--- src/rtl/bin2bcd_seq.sv ---
// bin2bcd_seq: sequential shift-add-3 (double-dabble) binary-to-BCD converter.
// Converts a WIDTH-bit value into DIGITS packed BCD digits over WIDTH cycles,
// with a leading-zero blank mask and an overflow flag for the display stage.
// Optional macro SIGNED_EN: treat bin_in as two's complement, convert the
// magnitude and report the sign on neg; undefined builds keep neg at 0.
module bin2bcd_seq #(
   parameter int unsigned WIDTH  = 16,
   parameter int unsigned DIGITS = 5
) (
   input  logic                  clk,
   input  logic                  reset,
   input  logic                  start,
   input  logic [WIDTH-1:0]      bin_in,
   output logic                  busy,
   output logic                  done,
   output logic [4*DIGITS-1:0]   bcd_out,
   output logic [DIGITS-1:0]     blank,
   output logic                  ovf,
   output logic                  neg
);

   localparam int unsigned BCD_W = 4 * DIGITS;
   localparam int unsigned CNT_W = $clog2(WIDTH + 1);
   localparam logic [DIGITS-1:0] BLANK_RST = ~DIGITS'(1);

   typedef enum logic {
      ST_IDLE = 1'b0,
      ST_CONV = 1'b1
   } state_e;

   state_e             state_q, state_d;
   logic [WIDTH-1:0]   sh_q, sh_d;
   logic [BCD_W-1:0]   acc_q, acc_d;
   logic [CNT_W-1:0]   cnt_q, cnt_d;
   logic               ovf_acc_q, ovf_acc_d;
   logic               neg_acc_q, neg_acc_d;
   logic               busy_q, busy_d;
   logic               done_q, done_d;
   logic [BCD_W-1:0]   bcd_q, bcd_d;
   logic [DIGITS-1:0]  blank_q, blank_d;
   logic               ovf_q, ovf_d;
   logic               neg_q, neg_d;

   logic [BCD_W-1:0]   acc_adj;
   logic [BCD_W-1:0]   acc_step;
   logic [DIGITS-1:0]  blank_new;
   logic               zero_run;
   logic [WIDTH-1:0]   mag;
   logic               in_neg;

   // Input magnitude and sign as seen on the accepting edge
   always_comb begin
`ifdef SIGNED_EN
      in_neg = bin_in[WIDTH-1];
      mag    = in_neg ? ((~bin_in) + WIDTH'(1)) : bin_in;
`else
      in_neg = 1'b0;
      mag    = bin_in;
`endif
   end

   // One double-dabble step: add 3 to digits >= 5, then shift in next bit
   always_comb begin
      acc_adj = acc_q;
      for (int d = 0; d < int'(DIGITS); d++) begin
         if (acc_q[4*d +: 4] >= 4'd5)
            acc_adj[4*d +: 4] = acc_q[4*d +: 4] + 4'd3;
      end
      acc_step = {acc_adj[BCD_W-2:0], sh_q[WIDTH-1]};
   end

   // Leading-zero mask of the stepped accumulator; units digit never blanked
   always_comb begin
      blank_new = '0;
      zero_run  = 1'b1;
      for (int i = int'(DIGITS) - 1; i > 0; i--) begin
         zero_run     = zero_run & (acc_step[4*i +: 4] == 4'd0);
         blank_new[i] = zero_run;
      end
   end

   // Next-state and registered-output logic
   always_comb begin
      state_d   = state_q;
      sh_d      = sh_q;
      acc_d     = acc_q;
      cnt_d     = cnt_q;
      ovf_acc_d = ovf_acc_q;
      neg_acc_d = neg_acc_q;
      busy_d    = busy_q;
      done_d    = 1'b0;
      bcd_d     = bcd_q;
      blank_d   = blank_q;
      ovf_d     = ovf_q;
      neg_d     = neg_q;

      case (state_q)
         ST_IDLE: begin
            if (start) begin
               state_d   = ST_CONV;
               sh_d      = mag;
               acc_d     = '0;
               cnt_d     = CNT_W'(WIDTH);
               ovf_acc_d = 1'b0;
               neg_acc_d = in_neg;
               busy_d    = 1'b1;
            end
         end
         ST_CONV: begin
            acc_d     = acc_step;
            sh_d      = {sh_q[WIDTH-2:0], 1'b0};
            ovf_acc_d = ovf_acc_q | acc_adj[BCD_W-1];
            cnt_d     = cnt_q - CNT_W'(1);
            if (cnt_q == CNT_W'(1)) begin
               state_d = ST_IDLE;
               busy_d  = 1'b0;
               done_d  = 1'b1;
               bcd_d   = acc_step;
               blank_d = blank_new;
               ovf_d   = ovf_acc_q | acc_adj[BCD_W-1];
               neg_d   = neg_acc_q;
            end
         end
         default: state_d = ST_IDLE;
      endcase
   end

   // State and output registers with synchronous reset
   always_ff @(posedge clk) begin
      if (reset) begin
         state_q   <= ST_IDLE;
         sh_q      <= '0;
         acc_q     <= '0;
         cnt_q     <= '0;
         ovf_acc_q <= 1'b0;
         neg_acc_q <= 1'b0;
         busy_q    <= 1'b0;
         done_q    <= 1'b0;
         bcd_q     <= '0;
         blank_q   <= BLANK_RST;
         ovf_q     <= 1'b0;
         neg_q     <= 1'b0;
      end else begin
         state_q   <= state_d;
         sh_q      <= sh_d;
         acc_q     <= acc_d;
         cnt_q     <= cnt_d;
         ovf_acc_q <= ovf_acc_d;
         neg_acc_q <= neg_acc_d;
         busy_q    <= busy_d;
         done_q    <= done_d;
         bcd_q     <= bcd_d;
         blank_q   <= blank_d;
         ovf_q     <= ovf_d;
         neg_q     <= neg_d;
      end
   end

   assign busy    = busy_q;
   assign done    = done_q;
   assign bcd_out = bcd_q;
   assign blank   = blank_q;
   assign ovf     = ovf_q;
   assign neg     = neg_q;

endmodule

--- config.mk ---
export PLATFORM = sky130hd
export DESIGN_NAME = bin2bcd_seq
export DESIGN_NICKNAME = d
export VERILOG_FILES = /design/src/rtl/bin2bcd_seq.sv
export SDC_FILE = /design/constraint.sdc
export NUM_CORES = 1
export LEC_CHECK = 0
export ABC_AREA = 1
export CAP_MARGIN = 20
export CORE_MARGIN = 2
export CORE_UTILIZATION = 40
export DETAILED_ROUTE_END_ITERATION = 10
export RECOVER_POWER = 50
export SYNTH_ARGS = -nofsm -noshare
export SYNTH_HDL_FRONTEND = slang
export SYNTH_SLANG_ARGS = --single-unit
--- constraint.sdc ---
create_clock -name clk -period 1.4 [get_ports clk]
set_input_delay 0.42 -clock clk [delete_from_list [all_inputs] [get_ports clk]]
set_output_delay 0.42 -clock clk [all_outputs]
set_load 0.1 [all_outputs]
After elaboration in Yosys (flattened, before gate mapping)
Cells that the tools add are included.
{ "op_classes": {"reduce_logical": 7, "n_lt_le_gt_ge": 5, "bitwise_logic": 5, "add_sub_neg": 6, "n_eq_ne": 3, "n_mux": 20} }
{ "op_table": {"columns": ["op", "n"], "rows": [
  ["$pmux 20 s2", 1],
  ["$pmux 16 s2", 1],
  ["$add 4x2->4 const B", 5],
  ["$ge 4x3->1 const B", 5],
  ["$mux 20", 1],
  ["$mux 4", 5],
  ["$logic_not 4->1", 4],
  ["$mux 16", 1],
  ["$pmux 5 s2", 1],
  ["$mux 1", 6],
  ["$pmux 1 s2", 3],
  ["$eq 5x1->1 const B", 1],
  ["$mux 5", 1],
  ["$sub 5x1->5 const B", 1],
  ["$reduce_and 2->1", 2],
  ["$and 1x1->1", 3],
  ["$ne 2x1->1 const B", 1],
  ["$ne 2x2->1 const B", 1],
  ["$reduce_or 2->1", 1],
  ["$not 1->1", 1],
  ["$or 1x1->1", 1]
]} }
{ "word_totals": {"in_bits": 19, "ff_bits": 70} }

Logic depth before layout (Yosys ltp)
Gate-level depths: netlist of the first run.
{ "depth": {"depth_word": 6, "mapped_depth": 11, "depth_no_buf": 11} }

Worst setup path after synthesis of the first run
No wires, ideal clock.
{ "synth_path": {"path_type": "register to register", "from": "register acc_q[8]", "to": "register blank_q[1] (netlist: blank[1])", "setup_ps": 61, "t_arrival_ps": 1298, "stages_incl_launch_ff": 12, "setup_slack_ps": 40, "period_less_slack_ps": 1360, "cell_sequence": "dfxtp_1 > inv_1 > ha_1 > inv_1 > nand2_2 > nand3_1 > nand2_1 > o21ai_1 > nand2_1 > nor2_2 > nand4_1 > nand2_1"} }
{ "synth_via": {"elab_chain_cells": 6, "word_cells_on_any_way": 8, "cone_classes": "1 x add/sub; 1 x order compare; 1 x mux; 3 x bitwise; 2 x reduce/logical"} }
{ "synth_rtl": {"columns": ["item", "line", "rtl"], "rows": [
  ["start: declaration", "33", "logic [BCD_W-1:0] acc_q, acc_d;"],
  ["start signal: assignment", "133", "acc_q <= '0;"],
  ["start signal: assignment", "146", "acc_q <= acc_d;"],
  ["$add 4x2->4 or $ge 4x3->1 (tied branches)", "67, 66", null],
  ["$mux 4 (*)", "66", "if (acc_q[4*d +: 4] >= 4'd5)"],
  ["$logic_not 4->1", "77", "zero_run = zero_run & (acc_step[4*i +: 4] == 4'd0);"],
  ["$and 1x1->1", "77", null],
  ["$and 1x1->1 (*) (2 in a row)", "77", null],
  ["end signal: assignment", "153", "blank_q <= blank_d;"],
  ["end: declaration", "40", "logic [DIGITS-1:0] blank_q, blank_d;"]
]} }
Mark *: on every way between the ends. The rest lies on a longest branch, timed or not.
A chain may end at the register's enable or synchronous reset.

Worst setup path in the final report of the first run
{ "layout_path": {"from": "register acc_q[16]", "to": "register blank_q[1] (netlist: blank[1])"} }
{ "layout_via": {"elab_chain_cells": 6, "word_cells_on_any_way": 7, "cone_classes": "1 x add/sub; 1 x order compare; 1 x mux; 3 x bitwise; 1 x reduce/logical"} }
{ "layout_rtl": {"columns": ["item", "line"], "rows": [
  ["$add 4x2->4 or $ge 4x3->1 (tied branches)", "67, 66"],
  ["$mux 4 (*)", "66"],
  ["$logic_not 4->1 (*)", "77"],
  ["$and 1x1->1 (*) (3 in a row)", "77"]
]} }
Marked as above.

==> reports/metrics.csv, run 1 <==
stage,metric,value,unit
status,run status,"complete, but fails checks",
status,violated checks,negative setup slack,
critical_path,crit path max fanout,5,
yosys,biggest area consumer among synthesized cells,sky130_fd_sc_hd__dfxtp_1,
floorplanning,initial core utilization,41.2,%
critical_path,Crit Path Category,reg -> reg,
final_layout,Layout Cells excl Fill,686,
global_route,antenna violations before repair,0,
clocking,H-Tree Level Count,3,
routing,average wire per cell in the routed design,13.0,um
yosys,most common flop cell mapped by yosys,sky130_fd_sc_hd__dfxtp_1,
final_layout,n_diodes,0,
critical_path,cell chain of the critical path,inv_4 -> ha_4 -> inv_2 -> nand2_4 -> nand4_1 -> nand2_2 -> nand2_2 -> nor2_4 -> nand4_1 -> nand2_1,
routing,overall via count from detail_route,3375,
power,sequential power share,48.8,%
yosys,synth unique cells,35,
floorplanning,area of the core region,8180,um^2
routing,Vias per Instance,4.92,
yosys,share of async-settable or async-resettable flops after synthesis,0,%
placed_design,Placed Area,4560,um^2
clocking,clock transition at the registers of the reported paths,80,ps
critical_path,critical path's slowest cell,sky130_fd_sc_hd__dfxtp_4,
global_route,pin count of the biggest net entering global routing,26,
clocking,maximum buffer depth of the clock tree,2,
timing,post-layout minimum cycle time,1420,ps
critical_path,Crit. End Element,flop,
final_layout,fraction of final layout cells with drive strength greater than 1,38.7,%
clocking,clock root buffer,sky130_fd_sc_hd__clkbuf_8,
global_route,wire length of the first global-routing pass,14200,um
critical_path,stage delay of the slowest cell on the critical path,370,ps
yosys,number of synthesized register bits,70,
yosys,Syn Area/Cell,7.28,um^2
clocking,Clock Latency Late Sink,340,ps
power,clock group share of total power,38.9,%
critical_path,startpoint type of the worst setup path,flop,
flow_run,max cap viols,0,
power,Switching Share,25.6,%
routing,starting DRC count in detailed routing,147,
min_path,type of the tightest min-delay check,reg -> reg,
placed_design,DP Cell Count,648,
timing,worst setup margin,-23.6,ps
clocking,total clock buffers created by CTS,9,
floorplanning,FP Rows,33,
clocking,hold-fix buffer count after cts,0,
power,Internal Power,0.00316,W
yosys,most frequent cells after synthesis,"sky130_fd_sc_hd__nand2_1, sky130_fd_sc_hd__dfxtp_1, sky130_fd_sc_hd__inv_1",
timing,number of max-slew violations in the final report,0,
placed_design,weighted congestion at the end of routability-driven global placement,0.843,
final_layout,final cell area excluding filler cells,5270,um^2
clocking,TritonCTS clock tree,yes,
yosys,total of warnings raised by yosys,0,
timing,final worst-path cycle share,102,%
timing,final clock skew,10.4,ps
routing,detailed-route wire length,8910,um
clocking,clock sinks,70,
yosys,mapped cell area,3360,um^2
power,static power due to leakage,2.46,nW
floorplanning,Die Span Y,95.7,um
critical_path,WP buf/inv,2,
yosys,most frequent cell after synthesis,sky130_fd_sc_hd__nand2_1,
power,power density cells,807,nW/um^2
floorplanning,Die W,95.7,um
yosys,cell count after synthesis,462,
timing,Hold Fails Final Rpt,0,
yosys,sequential area share after synthesis,41.7,%
timing,unrepaired setup endpoints after global routing,true,
global_route,Overflow after GRT,0,
global_route,gr usage total,19.9,%
power,Psw,0.00109,W
final_layout,count of fill cells added during filler insertion,693,
global_route,via count of the first global-routing pass,3153,
timing,number of setup violations in the final report,2,
critical_path,CP Data Arrival Time,1700,ps
critical_path,worst path required time,1680,ps
placed_design,Buffers on Ports,45,
placed_design,dpl hpwl,6110,um
power,proportion of power drawn by combinational gates,12.2,%
timing,achievable frequency,702,MHz
floorplanning,total die area,9160,um^2
routing,antenna-violating nets left,0,
critical_path,largest delay contributor family on the critical path,simple AND/OR/NAND/NOR gates,
routing,count of TritonRoute iterations in the first routing pass,4,
final_layout,number of nets in the finished design,607,
routing,number of remaining DRC errors,0,
yosys,top area cells in the synthesized netlist,"sky130_fd_sc_hd__dfxtp_1, sky130_fd_sc_hd__nand2_1, sky130_fd_sc_hd__nand3_1, sky130_fd_sc_hd__inv_1, sky130_fd_sc_hd__ha_1",
power,maximum VDD drop,504,uV
final_layout,Area Growth Syn to Fin,56.7,%
yosys,top cell type's share of synthesized area,41.7,%
floorplanning,I/O pin count,48,
yosys,number of enable-type register cells in the synthesized netlist,0,
worst register-to-register path: cells and delay by family (launching register included):
kind	cells	cell delay (ps)
AND/OR/NAND/NOR	7	750
flip-flops	1	370
adder cells (fa/ha/maj)	1	130
buffers and inverters	2	110
per-stage QoR:
| stage | TNS (ps) | worst slack, ps | total power [W] | util (%) | hold WS, ps |
|---|---|---|---|---|---|
| 2_1_floorplan | 0 | 40.4 | 0.00243 | - | 439 |
| 3_3_place_gp | -9080 | -217 | 0.00262 | 55.7 | 452 |
| 3_5_place_dp | -9790 | -262 | 0.00262 | 55.7 | 454 |
| 4_1_cts | -2.28 | -2.07 | 0.00428 | 61.7 | 469 |
| 6_report | -25.9 | -23.6 | 0.00426 | 64.5 | 465 |
| 5_1_grt | -646 | -111 | 0.00443 | 64.5 | 482 |
cells by family after synthesis:
| group | after synthesis | synth area share (%) |
|---|---|---|
| other cells | 1 | 0.111 |
| xor+xnor | 1 | 0.260 |
| flops | 70 | 41.7 |
| compound gates | 85 | 14.1 |
| simple gates | 211 | 29.1 |
| fa+ha+maj | 12 | 4.46 |
| buf+inv | 82 | 10.3 |
power by group through the flow:
stage / Sequential, W / Clock [W] / Combinational (W)
6_report: 0.00208 / 0.00166 / 0.000520
5_1_grt: 0.00208 / 0.00178 / 0.000569
4_1_cts: 0.00208 / 0.00169 / 0.000504
3_5_place_dp: 0.00213 / 0 / 0.000496
3_3_place_gp: 0.00213 / 0 / 0.000491
2_1_floorplan: 0.00216 / 0 / 0.000266
path summary, 6_finish.rpt:
| kind | to | slack [ps] | startpoint | cells past startpoint |
|---|---|---|---|---|
| setup / recovery | blank[1] | -20 | acc_q[16] | 10 |
| hold / removal | acc_q[17] | 460 | acc_q[17] | 2 |
| setup reg to reg | blank[1] | -20 | acc_q[16] | 10 |
| hold reg to reg | acc_q[17] | 460 | acc_q[17] | 2 |
sequential cells by signal (all words and copies together), names as in the netlist:
signal     count
acc_q         20
bcd_out       20
blank          4
busy           1
cnt_q          5
done           1
ovf            1
ovf_acc_q      1
sh_q          16
state_q        1
routing by layer:
layer	global-route usage, %	wire, um
met2	33.2	4500
met1	25.5	4030
met5	0	0
met3	4.23	283
met4	6.67	104
placed cells by master, fill, tap and decap left out, types with 2 or more instances in the layout:
cell type,instances
sky130_fd_sc_hd__nand4_1,9
sky130_fd_sc_hd__nand2_1,87
sky130_fd_sc_hd__clkinv_2,3
sky130_fd_sc_hd__conb_1,2
sky130_fd_sc_hd__a21oi_1,27
sky130_fd_sc_hd__buf_12,29
sky130_fd_sc_hd__a31oi_1,3
sky130_fd_sc_hd__ha_4,5
sky130_fd_sc_hd__nor2_2,2
sky130_fd_sc_hd__buf_4,75
sky130_fd_sc_hd__dfxtp_4,4
sky130_fd_sc_hd__clkbuf_8,11
sky130_fd_sc_hd__o211ai_1,2
sky130_fd_sc_hd__inv_1,39
sky130_fd_sc_hd__ha_1,2
sky130_fd_sc_hd__dfxtp_2,7
sky130_fd_sc_hd__ha_2,5
sky130_fd_sc_hd__nor2_4,4
sky130_fd_sc_hd__a22oi_1,10
sky130_fd_sc_hd__o21ai_1,17
sky130_fd_sc_hd__dfxtp_1,59
sky130_fd_sc_hd__inv_4,5
sky130_fd_sc_hd__o21ai_2,5
sky130_fd_sc_hd__clkdlybuf4s50_1,18
sky130_fd_sc_hd__nand2_2,23
sky130_fd_sc_hd__nand3_4,4
sky130_fd_sc_hd__nand3_1,48
sky130_fd_sc_hd__a21oi_2,2
sky130_fd_sc_hd__nand3_2,5
sky130_fd_sc_hd__o21ai_0,13
sky130_fd_sc_hd__nand2_4,9
sky130_fd_sc_hd__inv_2,14
sky130_fd_sc_hd__buf_6,3
sky130_fd_sc_hd__nor2_1,16
area by class of cell:
cell class	instances	area [um^2]	share of cell area [%]
Multi-Input combinational cell	311	1920	36.4
Sequential cell	70	1430	27.0
Timing Repair Buffer	125	1360	25.7
Inverter	59	238	4.51
Clock buffer	12	155	2.94
Tap cell	105	131	2.49
Clock inverter	4	45.0	0.854
repair_timing:
action | CTS | global route
buffers inserted | 17 | 6
resized for setup | 64 | 54
setup endpoints to repair | 48 | 27
pin swaps | 25 | 29
gates cloned | 0 | 0
Power figures use the tool's default switching activity.
==> run 2: changes to the inputs <==
Settings changed: CELL_PAD_IN_SITES_DETAIL_PLACEMENT set to 0, CELL_PAD_IN_SITES_GLOBAL_PLACEMENT set to 1, CORE_UTILIZATION 40 to 35, PLACE_DENSITY_LB_ADDON set to 0.1.
==> run 2 against run 1 <==
- the run still ends with negative setup slack left
- non-clock buffer count grew 1
- worst hold slack worse by 1.0 ps
- largest cell class unchanged
- clock skew is 0.71 ps higher
- sequential share of layout area is essentially flat
- critical path type unchanged
==> reports/metrics.csv, run 2 (synthesized netlist as in run 1, its figures left out) <==
stage,metric,value,unit
timing,achievable frequency,703,MHz
routing,antenna-violating nets left,0,
timing,number of max-slew violations in the final report,0,
floorplanning,Die Span Y,102,um
timing,final worst-path cycle share,102,%
status,violated checks,negative setup slack,
final_layout,n_diodes,0,
timing,post-layout minimum cycle time,1420,ps
clocking,clock sinks,70,
power,maximum VDD drop,405,uV
critical_path,Crit. End Element,flop,
clocking,maximum buffer depth of the clock tree,2,
final_layout,fraction of final layout cells with drive strength greater than 1,37.9,%
floorplanning,area of the core region,9280,um^2
flow_run,max cap viols,0,
timing,final clock skew,11.1,ps
final_layout,"leading cell type in the layout, fill and taps excluded",sky130_fd_sc_hd__nand2_1,
routing,Vias per Instance,4.77,
final_layout,footprint of the multi-input gates,1900,um^2
final_layout,number of nets in the finished design,608,
critical_path,startpoint type of the worst setup path,flop,
routing,overall via count from detail_route,3388,
placed_design,placement-stage worst setup slack,-290,ps
floorplanning,I/O pin count,48,
power,static power due to leakage,2.40,nW
global_route,pin count of the biggest net entering global routing,26,
timing,number of setup violations in the final report,2,
critical_path,CP Data Arrival Time,1720,ps
final_layout,area occupied by registers,1420,um^2
floorplanning,total die area,10400,um^2
final_layout,Area Growth Syn to Fin,56.4,%
final_layout,fraction of the core area covered by cells at the end of the flow,56.7,%
critical_path,critical path's slowest cell,sky130_fd_sc_hd__dfxtp_2,
final_layout,"commonest cells after routing, fill and taps aside","sky130_fd_sc_hd__nand2_1, sky130_fd_sc_hd__buf_4, sky130_fd_sc_hd__dfxtp_1",
timing,Hold Fails Final Rpt,0,
routing,starting DRC count in detailed routing,102,
routing,detailed-route wire length,9370,um
clocking,H-Tree Level Count,3,
clocking,TritonCTS clock tree,yes,
placed_design,Buffers on Ports,45,
power,power density cells,779,nW/um^2
placed_design,weighted congestion at the end of routability-driven global placement,0.824,
clocking,clock root buffer,sky130_fd_sc_hd__clkbuf_8,
timing,unrepaired setup endpoints after global routing,true,
placed_design,dpl hpwl,6380,um
critical_path,crit path max fanout,6,
final_layout,count of fill cells added during filler insertion,898,
global_route,Overflow after GRT,0,
critical_path,Crit Path Category,reg -> reg,
global_route,wire length of the first global-routing pass,15200,um
status,run status,"complete, but fails checks",
floorplanning,initial core utilization,36.2,%
final_layout,final cell area excluding filler cells,5260,um^2
critical_path,worst path required time,1700,ps
routing,count of TritonRoute iterations in the first routing pass,4,
routing,average wire per cell in the routed design,13.2,um
floorplanning,Die W,102,um
routing,number of remaining DRC errors,0,
clocking,total clock buffers created by CTS,9,
placed_design,Placed Area,4650,um^2
global_route,via count of the first global-routing pass,3240,
timing,worst setup margin,-21.9,ps
clocking,Clock Latency Late Sink,360,ps
global_route,antenna violations before repair,0,
clocking,clock transition at the registers of the reported paths,70,ps
min_path,type of the tightest min-delay check,reg -> reg,
critical_path,stage delay of the slowest cell on the critical path,340,ps
critical_path,cell chain of the critical path,inv_4 -> ha_4 -> inv_2 -> nand2_4 -> nand4_1 -> nand2_2 -> nand2_2 -> nor2_4 -> nand4_1 -> nand2_1,
floorplanning,FP Rows,35,
global_route,gr usage total,18.7,%
## run 2: cell count changes in the layout (fill, tap and decap cells not counted), sizes merged
cell           change
dlymetal6s2s       +1
clkbuf             +3
bufinv             -1
clkinv             -2
clkdlybuf4s50      -1
## run 2: cell type report
cell class	count	share of cell area (%)
Clock buffer	14	3.09
Inverter	59	4.47
Timing Repair Buffer	126	26.2
Sequential cell	70	27.0
Clock inverter	1	0.0951
Multi-Input combinational cell	311	36.1
Tap cell	129	3.07
## run 2: worst paths after layout
kind	from	to	slack, ps	cells past startpoint
max	acc_q[17]	blank[1]	-20	10
min reg2reg	sh_q[0]	sh_q[0]	460	2
max reg2reg	acc_q[17]	blank[1]	-20	10
min	sh_q[0]	sh_q[0]	460	2
## run 2: power by group
group | switching [W] | internal (W) | leakage, nW
Sequential | 0.0000388 | 0.00204 | 0.574
Clock | 0.000759 | 0.000731 | 0.0865
Combinational | 0.000315 | 0.000216 | 1.74
## run 2: worst max-delay path: cells and delay by family (launching register included)
family	cells	cell delay, ps
AND/OR/NAND/NOR	7	760
adder cells (fa/ha/maj)	1	140
flip-flops	1	340
buffers and inverters	2	120
## run 2: routing by layer
metal  track usage (%)  routed length, um  vias to the layer above
met5                 0                  0                        -
met4              6.67                179                        0
met3              4.10                300                       15
met2              31.8               4570                       49
met1              23.3               4320                     1592
li1                  -                  -                     1732
## run 2: repair_timing
action / 4_1_cts / 5_1_grt
gates resized for setup: 65 / 48
pin swaps: 28 / 14
hold buffers: 0 / 0
setup buffers: 13 / 3
endpoints found under the hold margin: 0 / 0
endpoints found under the setup margin: 11 / 34
## run 2: stage by stage
stage	total power [W]	instances	hold slack, ps	TNS [ps]
after global routing	0.00427	710	495	-1370
after global placement	0.00264	679	453	-10250
after floorplan	0.00243	463	439	0
after CTS	0.00411	707	470	-12.6
final	0.00410	710	464	-40.2
after detailed placement	0.00265	679	456	-11770
==> run 3: changes to the inputs <==
Settings changed: SLEW_MARGIN set to 20.
==> results of run 3 <==
Same layout as run 2: the final DEF is identical, and so are final timing and power.
